<file path="src/rtl/csa_seq_adder_if.sv">
// -----------------------------------------------------------------------------
// csa_seq_adder_if
// Operand/result bus for csa_seq_adder.
//   Operand side : in_valid, in_ready, a, b, ci (and sub when CSA_SEQ_SUB_EN
//                  is defined)
//   Result side  : out_valid, out_ready, sum, co
//   Status       : busy
// Modports:
//   master - operand producer / result consumer (drives operands and out_ready)
//   slave  - the adder itself
// Parameters N (chunk width) and K (chunk count) must match the adder's.
// -----------------------------------------------------------------------------
interface csa_seq_adder_if #(
   parameter int N = 3,
   parameter int K = 4
);
   localparam int W = N * K;

   logic         in_valid;
   logic         in_ready;
   logic [W-1:0] a;
   logic [W-1:0] b;
   logic         ci;
`ifdef CSA_SEQ_SUB_EN
   logic         sub;
`endif
   logic         out_valid;
   logic         out_ready;
   logic [W-1:0] sum;
   logic         co;
   logic         busy;

   modport master (
      output in_valid,
      input  in_ready,
      output a,
      output b,
      output ci,
`ifdef CSA_SEQ_SUB_EN
      output sub,
`endif
      input  out_valid,
      output out_ready,
      input  sum,
      input  co,
      input  busy
   );

   modport slave (
      input  in_valid,
      output in_ready,
      input  a,
      input  b,
      input  ci,
`ifdef CSA_SEQ_SUB_EN
      input  sub,
`endif
      output out_valid,
      input  out_ready,
      output sum,
      output co,
      output busy
   );
endinterface

</file>
<file path="src/rtl/csa_seq_adder.sv">
// -----------------------------------------------------------------------------
// csa_seq_adder
// Multi-cycle W = N*K bit adder. Operands are accepted over a valid/ready
// handshake, then pushed through a single N-bit carry-select adder one chunk
// per cycle, LSB chunk first, with the chunk carry-out fed back as the next
// chunk's carry-in. The result is held until the consumer accepts it.
//
// Ports:
//   clk    - system clock, rising edge
//   rst_n  - synchronous reset, active low
//   bus    - csa_seq_adder_if.slave:
//              in_valid/in_ready/a/b/ci[/sub]  operand handshake
//              out_valid/out_ready/sum/co      result handshake (registered)
//              busy                            high while computing or holding
//
// Optional feature macro: CSA_SEQ_SUB_EN
//   defined   - bus.sub selects subtraction (a - b, co=1 means no borrow)
//   undefined - add only, no sub signal
//
// Arithmetic: {co,sum} = a + b + ci (mod 2^(W+1)), unsigned.
// Latency: operands accepted on edge T -> out_valid high after edge T+K.
// -----------------------------------------------------------------------------

// N-bit carry-select adder: two ripple chains precomputed for carry-in 0 and
// carry-in 1, the real carry-in only picks between them.
module csa #(
   parameter int N = 3
) (
   input  logic [N-1:0] a,
   input  logic [N-1:0] b,
   input  logic         ci,
   output logic [N-1:0] sum,
   output logic         co
);
   logic [N:0]   c0;
   logic [N:0]   c1;
   logic [N-1:0] s0;
   logic [N-1:0] s1;
   logic [N-1:0] p;
   logic [N-1:0] g;

   assign c0[0] = 1'b0;
   assign c1[0] = 1'b1;

   genvar gi;
   generate
      for (gi = 0; gi < N; gi = gi + 1) begin : g_bit
         assign p[gi]      = a[gi] ^ b[gi];
         assign g[gi]      = a[gi] & b[gi];
         assign s0[gi]     = p[gi] ^ c0[gi];
         assign s1[gi]     = p[gi] ^ c1[gi];
         assign c0[gi + 1] = g[gi] | (p[gi] & c0[gi]);
         assign c1[gi + 1] = g[gi] | (p[gi] & c1[gi]);
      end
   endgenerate

   assign sum = ci ? s1 : s0;
   assign co  = ci ? c1[N] : c0[N];
endmodule

module csa_seq_adder #(
   parameter int N = 3,
   parameter int K = 4
) (
   input  logic              clk,
   input  logic              rst_n,
   csa_seq_adder_if.slave    bus
);
   localparam int W  = N * K;
   localparam int IW = (K > 1) ? $clog2(K) : 1;
   localparam logic [IW-1:0] IDX_LAST = IW'(K - 1);

   typedef enum logic [1:0] {
      S_IDLE = 2'd0,
      S_RUN  = 2'd1,
      S_DONE = 2'd2
   } state_t;

   state_t        state_reg, state_next;
   logic [IW-1:0] idx_reg, idx_next;
   logic          carry_reg, carry_next;
   logic [W-1:0]  a_reg, a_next;
   logic [W-1:0]  b_reg, b_next;
   logic [W-1:0]  sum_reg, sum_next;
   logic          co_reg, co_next;
   logic          out_valid_reg, out_valid_next;

   // Chunk datapath
   logic [N-1:0]  a_chunk [K];
   logic [N-1:0]  b_chunk [K];
   logic [N-1:0]  csa_a;
   logic [N-1:0]  csa_b;
   logic [N-1:0]  csa_sum;
   logic          csa_co;
   logic          run_active;

   assign run_active = (state_reg == S_RUN);

   genvar gi;
   generate
      for (gi = 0; gi < K; gi = gi + 1) begin : g_chunk
         assign a_chunk[gi] = a_reg[gi*N +: N];
         assign b_chunk[gi] = b_reg[gi*N +: N];
         // Only the chunk currently addressed by idx is overwritten; every
         // other chunk keeps its value, so sum holds the last result in IDLE.
         assign sum_next[gi*N +: N] = (run_active && (idx_reg == IW'(gi)))
                                      ? csa_sum : sum_reg[gi*N +: N];
      end
   endgenerate

   assign csa_a = a_chunk[idx_reg];
   assign csa_b = b_chunk[idx_reg];

   csa #(.N(N)) u_csa (
      .a   (csa_a),
      .b   (csa_b),
      .ci  (carry_reg),
      .sum (csa_sum),
      .co  (csa_co)
   );

   // Next-state / next-data logic
   always_comb begin
      state_next     = state_reg;
      idx_next       = idx_reg;
      carry_next     = carry_reg;
      a_next         = a_reg;
      b_next         = b_reg;
      co_next        = co_reg;
      out_valid_next = out_valid_reg;

      unique case (state_reg)
         S_IDLE: begin
            if (bus.in_valid) begin
               a_next = bus.a;
`ifdef CSA_SEQ_SUB_EN
               // a - b = a + ~b + 1; the caller's ci is irrelevant here.
               if (bus.sub) begin
                  b_next     = ~bus.b;
                  carry_next = 1'b1;
               end else begin
                  b_next     = bus.b;
                  carry_next = bus.ci;
               end
`else
               b_next     = bus.b;
               carry_next = bus.ci;
`endif
               idx_next   = '0;
               state_next = S_RUN;
            end
         end

         S_RUN: begin
            carry_next = csa_co;
            if (idx_reg == IDX_LAST) begin
               idx_next       = '0;
               co_next        = csa_co;
               out_valid_next = 1'b1;
               state_next     = S_DONE;
            end else begin
               idx_next = idx_reg + IW'(1);
            end
         end

         S_DONE: begin
            if (bus.out_ready) begin
               out_valid_next = 1'b0;
               state_next     = S_IDLE;
            end
         end

         default: begin
            state_next = S_IDLE;
         end
      endcase
   end

   // State and data registers
   always_ff @(posedge clk) begin
      if (!rst_n) begin
         state_reg     <= S_IDLE;
         idx_reg       <= '0;
         carry_reg     <= 1'b0;
         a_reg         <= '0;
         b_reg         <= '0;
         sum_reg       <= '0;
         co_reg        <= 1'b0;
         out_valid_reg <= 1'b0;
      end else begin
         state_reg     <= state_next;
         idx_reg       <= idx_next;
         carry_reg     <= carry_next;
         a_reg         <= a_next;
         b_reg         <= b_next;
         sum_reg       <= sum_next;
         co_reg        <= co_next;
         out_valid_reg <= out_valid_next;
      end
   end

   // in_ready is gated by rst_n so nothing looks acceptable during reset.
   assign bus.in_ready  = rst_n && (state_reg == S_IDLE);
   assign bus.busy      = (state_reg != S_IDLE);
   assign bus.out_valid = out_valid_reg;
   assign bus.sum       = sum_reg;
   assign bus.co        = co_reg;
endmodule

</file>
<file path="src/flat_wrapper.sv">
// flat-port wrapper written by rule: the top's interface ports become plain ports
module csa_seq_adder_flat 
#(
   parameter int N = 3,
   parameter int K = 4
)
  (clk, rst_n, bus_in_valid, bus_in_ready, bus_a, bus_b, bus_ci, bus_out_valid, bus_out_ready, bus_sum, bus_co, bus_busy);
  csa_seq_adder_if #(.N(N), .K(K)) bus_i ();
  input  logic clk;
  input  logic rst_n;
  input wire logic [$bits(bus_i.in_valid)-1:0] bus_in_valid;
  output wire logic [$bits(bus_i.in_ready)-1:0] bus_in_ready;
  input wire logic [$bits(bus_i.a)-1:0] bus_a;
  input wire logic [$bits(bus_i.b)-1:0] bus_b;
  input wire logic [$bits(bus_i.ci)-1:0] bus_ci;
  output wire logic [$bits(bus_i.out_valid)-1:0] bus_out_valid;
  input wire logic [$bits(bus_i.out_ready)-1:0] bus_out_ready;
  output wire logic [$bits(bus_i.sum)-1:0] bus_sum;
  output wire logic [$bits(bus_i.co)-1:0] bus_co;
  output wire logic [$bits(bus_i.busy)-1:0] bus_busy;
  assign bus_i.in_valid = bus_in_valid;
  assign bus_in_ready = bus_i.in_ready;
  assign bus_i.a = bus_a;
  assign bus_i.b = bus_b;
  assign bus_i.ci = bus_ci;
  assign bus_out_valid = bus_i.out_valid;
  assign bus_i.out_ready = bus_out_ready;
  assign bus_sum = bus_i.sum;
  assign bus_co = bus_i.co;
  assign bus_busy = bus_i.busy;
  csa_seq_adder #(.N(N), .K(K)) u_core (.clk(clk), .rst_n(rst_n), .bus(bus_i));
endmodule
</file>
<file path="config.mk">
export PLATFORM = sky130hd
export DESIGN_NAME = csa_seq_adder_flat
export DESIGN_NICKNAME = d
export VERILOG_FILES = /design/src/rtl/csa_seq_adder_if.sv /design/src/rtl/csa_seq_adder.sv /design/src/flat_wrapper.sv
export SDC_FILE = /design/constraint.sdc
export NUM_CORES = 1
export LEC_CHECK = 0
export ABC_CLOCK_PERIOD_IN_PS = 3400
export BUFFER_PORTS_ARGS = -buffer_cell sky130_fd_sc_hd__clkbuf_2
export CORE_MARGIN = 4
export CORE_UTILIZATION = 35
export CTS_BUF_LIST = sky130_fd_sc_hd__clkbuf_2 sky130_fd_sc_hd__clkbuf_4 sky130_fd_sc_hd__clkbuf_8
export DETAILED_ROUTE_END_ITERATION = 10
export GPL_TIMING_DRIVEN = 0
export SYNTH_ARGS = -nofsm -noshare
export SYNTH_HDL_FRONTEND = slang
export SYNTH_SLANG_ARGS = --single-unit
</file>
<file path="constraint.sdc">
create_clock -name clk -period 3.4 [get_ports clk]
set_clock_uncertainty 0.05 [all_clocks]
set_input_delay 0.34 -clock clk [delete_from_list [all_inputs] [get_ports clk]]
set_output_delay 0.34 -clock clk [all_outputs]
set_load 0.02 [all_outputs]
</file>
* Word-level counts from Yosys, hierarchy flattened *
Cells that the tools add are included.

word-level totals
  flip-flop bits (word level) = 43
  latch bits = 0
  memory bits (writable) = 0
  memory bits (read-only) = 0
  input port bits = 29
  output and inout bits = 16
  logic and storage cells = 77
  memories kept = 0

cells by class
  $add $sub $neg = 1
  $mul = 0
  div/mod/pow operators = 0
  $lt $le $gt $ge = 1
  equal/unequal tests = 8
  shift operators = 0
  multiplexer cells = 20
  bitwise operators = 21
  reduce and logical (&&, ||, !) cells = 15

operator list
  kind                                                  number
  two-way mux 3 bit                                     5
  binary-select mux 3 bit (select 2 bit)                2
  two-way mux 2 bit                                     5
  bitwise AND 1 bit                                     7
  XOR 1 bit                                             7
  equality test 2 bit (second input constant)           3
  != test 2 bit (second input constant)                 3
  one-hot mux 2 bit (3 select lines)                    1
  AND reduction 2 bit                                   3
  AND reduction 3 bit                                   2
  nonzero test 2 bit                                    3
  logical AND 1 bit                                     5
  bitwise OR 1 bit                                      5
  equality test 2 x 1 -> 1 bit (second input constant)  2
  logical NOT 2 bit                                     2
  two-way mux 1 bit                                     4
  one-hot mux 1 bit (2 select lines)                    2
  one-hot mux 2 bit (2 select lines)                    1
  >= comparator 3 bit (second input constant)           1
  NOT 2 -> 3 bit                                        1
  adder 2 x 1 -> 2 bit (second input constant)          1
  NOT 1 bit                                             1

* Longest topological paths before layout *
  depth in word-level cells = 12
  mapped depth = 9
  mapped depth without buffers = 8

* Hierarchy *
From an unflattened synthesis, not the netlist that was laid out.

unflattened totals
  cell total of the unflattened synthesis = 200
  area, all modules = 1993.2 µm²

modules (own cells, without submodules)
  module         instances  cells an instance  area an instance (µm²)  seq. area each (µm²)
  csa_seq_adder  1          186                1879.3                  860.8
  csa            1          14                 113.9                   0.0

* Worst setup path before layout *
Ideal clock, no wire load.

  path kind = flip-flop to flip-flop
  start point = reg u_core.idx_reg[0]
  end point = reg u_core.sum_reg[5], in the netlist u_core.bus.sum[5]
  setup time = 86 ps
  data arrival time = 2427 ps
  required time = 3264 ps
  setup slack = 838 ps
  cell stages (with the launch flop) = 10
  buffers on the path = 1
  clock period less this slack = 2562 ps
  cell sequence = dfxtp_1 > buf_4 > mux4_2 > ha_1 > inv_1 > mux2i_1 > fa_1 > inv_1 > fa_1 > a211oi_1

on the way
  cells in the longest elaborated chain, start to end = 10
  elaborated cells on any way between the ends = 22
  those cells by class = eq/ne (1); mux (7); bitwise (13); reduce/logical (1)

ends and longest elaborated chain
  what                                                       line                                        text
  start, declared                                            csa_seq_adder.sv:80                         logic [IW-1:0] idx_reg, idx_next;
  start signal, assigned                                     csa_seq_adder.sv:192                        idx_reg <= idx_next;
  NOT 2 -> 3 bit (implied by the code)                       csa_seq_adder.sv:111, csa_seq_adder.sv:112
  binary-select mux 3 bit (select 2 bit) (on tied branches)  csa_seq_adder.sv:111, csa_seq_adder.sv:112
  two-way mux 3 bit (on tied branches) (2 in a row)          csa_seq_adder.sv:111, csa_seq_adder.sv:112
  bitwise AND 1 bit / XOR 1 bit (equally long branches)      csa_seq_adder.sv:49, csa_seq_adder.sv:48
  bitwise OR 1 bit                                           csa_seq_adder.sv:53                         assign c1[gi + 1] = g[gi] | (p[gi] & c1[gi]);
  bitwise AND 1 bit                                          csa_seq_adder.sv:53
  bitwise OR 1 bit                                           csa_seq_adder.sv:53
  XOR 1 bit                                                  csa_seq_adder.sv:51                         assign s1[gi] = p[gi] ^ c1[gi];
  two-way mux 3 bit                                          csa_seq_adder.sv:57                         assign sum = ci ? s1 : s0;
  end signal, assigned                                       csa_seq_adder.sv:196                        sum_reg <= sum_next;
  end, declared                                              csa_seq_adder.sv:84                         logic [W-1:0] sum_reg, sum_next;

Parallel ways exist; a longest one is shown, timed or not. The select of a mux whose other input is x is not followed.
A chain may end at the register's enable or synchronous reset.

* Final worst setup path *
  start point = reg u_core.idx_reg[1]
  end point = reg u_core.sum_reg[5], in the netlist u_core.bus.sum[5]

The elaborated chain is that of the path after synthesis.

==> impl_results.md <==
* Outcome: finished clean
* Clock buffer depth at 2
* Non-Filler Instances at 308
* Maximum clock rate at 0.348 GHz
* Met3 WL post-DR at 235 um
* CP max FO at 8
* ANT cells at 0
* Placed Area at 0.00232 sq mm
* Total GRT Usage at 0.128
* Syn Nets at 221
* Sequential share of the synthesized area at 0.428
* Power Dens Cells at 446 mW/mm^2
* Clock sink total at 43
* Avg Cell Area, Syn at 10.9 sq um
* Met2 wire length at 1840 um
* Crit-path max cell delay at 500 ps
* Setup_tns at 0 ps
* Worst-skew pair later-pin latency at 290 ps
* Total number of vias at 1429
* CTS Hold Bufs at 0
* Drt via density at 4.64
* Top cells by area, synth: dfxtp_1, mux2i_1, mux4_2
* Core area at 0.00554 sq mm
* YS warnings at 0
* Slew at the pin with the worst max-slew slack at 603 ps
* Antenna violations before repair at 0
* IO buf count at 44
* Worst endpoint required time at 3560 ps
* Register area at 861 sq um
* GRT overflow at 0
* Area grow syn2layout at 20.6%
* Kind of critical path: register to register
* # placed instances at 300
* Post-route ant nets at 0
* Number of global-route vias before repair at 1411
* Slew Limit Fails at 0
* Synth Flop Type: dfxtp_1
* Layout fillers at 545
* Post-CTS setup buffer count at 0
* Commonest cells in the netlist: dfxtp_1, nor2_1, mux2i_1
* Layout cells sized above 1 at 0.364
* Crit end category: register
* WL final at 4200 um
* First-pass GRT wire length at 7010 um
* Die height at 83.8 um
* CTS tree: built
* Hpwl dp at 3110 um
* Largest net degree at the start of global routing at 13
* Worst-path cell chain: clkbuf_1 -> mux4_2 -> ha_1 -> inv_1 -> mux2i_1 -> fa_1 -> inv_1 -> fa_1 -> a211oi_1
* Inserted Clock Buffers at 5
* RSZ-0062 raised after global routing: no
* Max-Cap Viols at 0
* Setup WS pre-CTS at 519 ps
* WP data arrival at 3040 ps
* Post_cts resized at 0
* Post-synth top area cell: dfxtp_1
* Headroom to the max-slew limit at 0.598
* Site Rows at 27
* Final Worst Setup Slack at 524 ps
* Yosys top cell area share at 0.428
* Period minus WS final at 2880 ps
* EDFF count, synth at 0
* Drt first pass iters at 4
* Footprint of the multi-input gates at 977 sq um
* Static Leak at 1.05 nW
* Clk root buf: clkbuf_8
* Hold Crit Class: input pin to register
* Reg clk slew, reported paths at 80 ps
* Crit share post-route at 0.846
* DRT iter0 DRCs at 62
* Reg2reg setup slack at 520 ps
* H-tree Lvls at 2
* Routability cong. at 0.745
* Top Layer Used: met4
* Setup violators final at 0
* Initial core utilization at 0.363
* Power, Total at 0.00108 W
* # IOs at 45
* Drt drc at 0
* Fin. Hold Viols at 0
* Cell Area, Synth at 0.00201 sq mm
* Cell variety after synth at 29
* Setup crit start kind: register
* Register bit total from synthesis at 43
* Final net count at 272
* Cell area after layout at 0.00242 sq mm
* Die Footprint at 0.00702 sq mm
* Die extent in x at 83.8 um
* Count leader, synth: dfxtp_1
* Slowest-stage cell, CP: fa_1
* Max VDD drop at 0.251 mV
* Wl on met1 at 2070 um
* Cells after Synth at 184
* Per-cell routed wire length at 13.6 um
* Post-synth ARST share at 0
[worst paths after layout]
kind / start / end / depth (start not counted)
max reg2reg: u_core.idx_reg[1]$_SDFFE_PN0P_ / u_core.bus.sum[5]$_SDFFE_PN0P_ / 9
min: bus_b[4] / u_core.b_reg[4]$_SDFFE_PN0P_ / 3
min reg2reg: u_core.bus.sum[7]$_SDFFE_PN0P_ / u_core.bus.sum[7]$_SDFFE_PN0P_ / 2
max: u_core.idx_reg[1]$_SDFFE_PN0P_ / u_core.bus.sum[5]$_SDFFE_PN0P_ / 9
[metal layers]
metal,up-vias,track usage
met1,662,0.169
met4,0,0.0526
li1,726,-
met5,-,0
met2,36,0.194
met3,5,0.0405
[critical path, delay by kind of cell (launching register included)]
kind / cells / cell delay [ps]
muxes: 2 / 500
DFF: 1 / 360
adders and majority gates: 3 / 1100
buffers and inverters: 3 / 550
AOI/OAI and AO/OA: 1 / 240
[report_power, final]
part	leakage, nW	internal (W)	switching, W
Combinational	0.639	0.0000823	0.0000873
Sequential	0.352	0.000529	0.0000149
Clock	0.0549	0.000194	0.000175
Total	1.05	0.000805	0.000277
[layout by cell type (no fill, tap or decap), types with 2 or more instances in the layout]
| cell | Yosys | layout |
|---|---|---|
| a211oi_1 | 6 | 6 |
| inv_2 | 3 | 3 |
| ha_1 | 6 | 6 |
| and3b_1 | 4 | 4 |
| fa_1 | 2 | 2 |
| clkbuf_1 | 4 | 4 |
| clkbuf_8 | 0 | 7 |
| mux4_2 | 6 | 6 |
| buf_12 | 2 | 2 |
| buf_4 | 4 | 4 |
| nor2b_1 | 2 | 2 |
| dfxtp_1 | 43 | 43 |
| inv_1 | 7 | 7 |
| buf_6 | 4 | 4 |
| nor2_1 | 35 | 35 |
| clkbuf_2 | 0 | 44 |
| nor2_2 | 9 | 9 |
| a21oi_1 | 2 | 2 |
| a22oi_1 | 2 | 2 |
| mux2i_1 | 30 | 30 |
| a211oi_2 | 3 | 3 |
[layout make-up]
cell class | instances | share of cell area
well taps | 72 | 0.0372
multi-input cells | 116 | 0.403
clock buffers | 8 | 0.0429
inverters | 10 | 0.0155
plain buffers | 15 | 0.0552
repair buffers | 44 | 0.0909
flip-flops and latches | 43 | 0.355
[cells by family (layout without fill, tap and decap cells)]
kind of cell	after synthesis	in the layout	synth area share
XOR/XNOR	1	1	0.00436
AND/OR/NAND/NOR	55	55	0.139
flip-flops	43	43	0.428
adder cells (fa/ha/maj)	8	8	0.0573
buffers and inverters	25	77	0.0853
multiplexers	36	36	0.217
AO/OA/AOI/OAI	16	16	0.0691
[stage by stage]
step / hold slack [ps] / utilization
5_1_grt: 216 / 0.437
3_3_place_gp: 420 / 0.419
3_5_place_dp: 431 / 0.419
6_report: 227 / 0.437
2_1_floorplan: 405 / -
4_1_cts: 220 / 0.437
No activity file was read; power rests on OpenSTA's default activity.
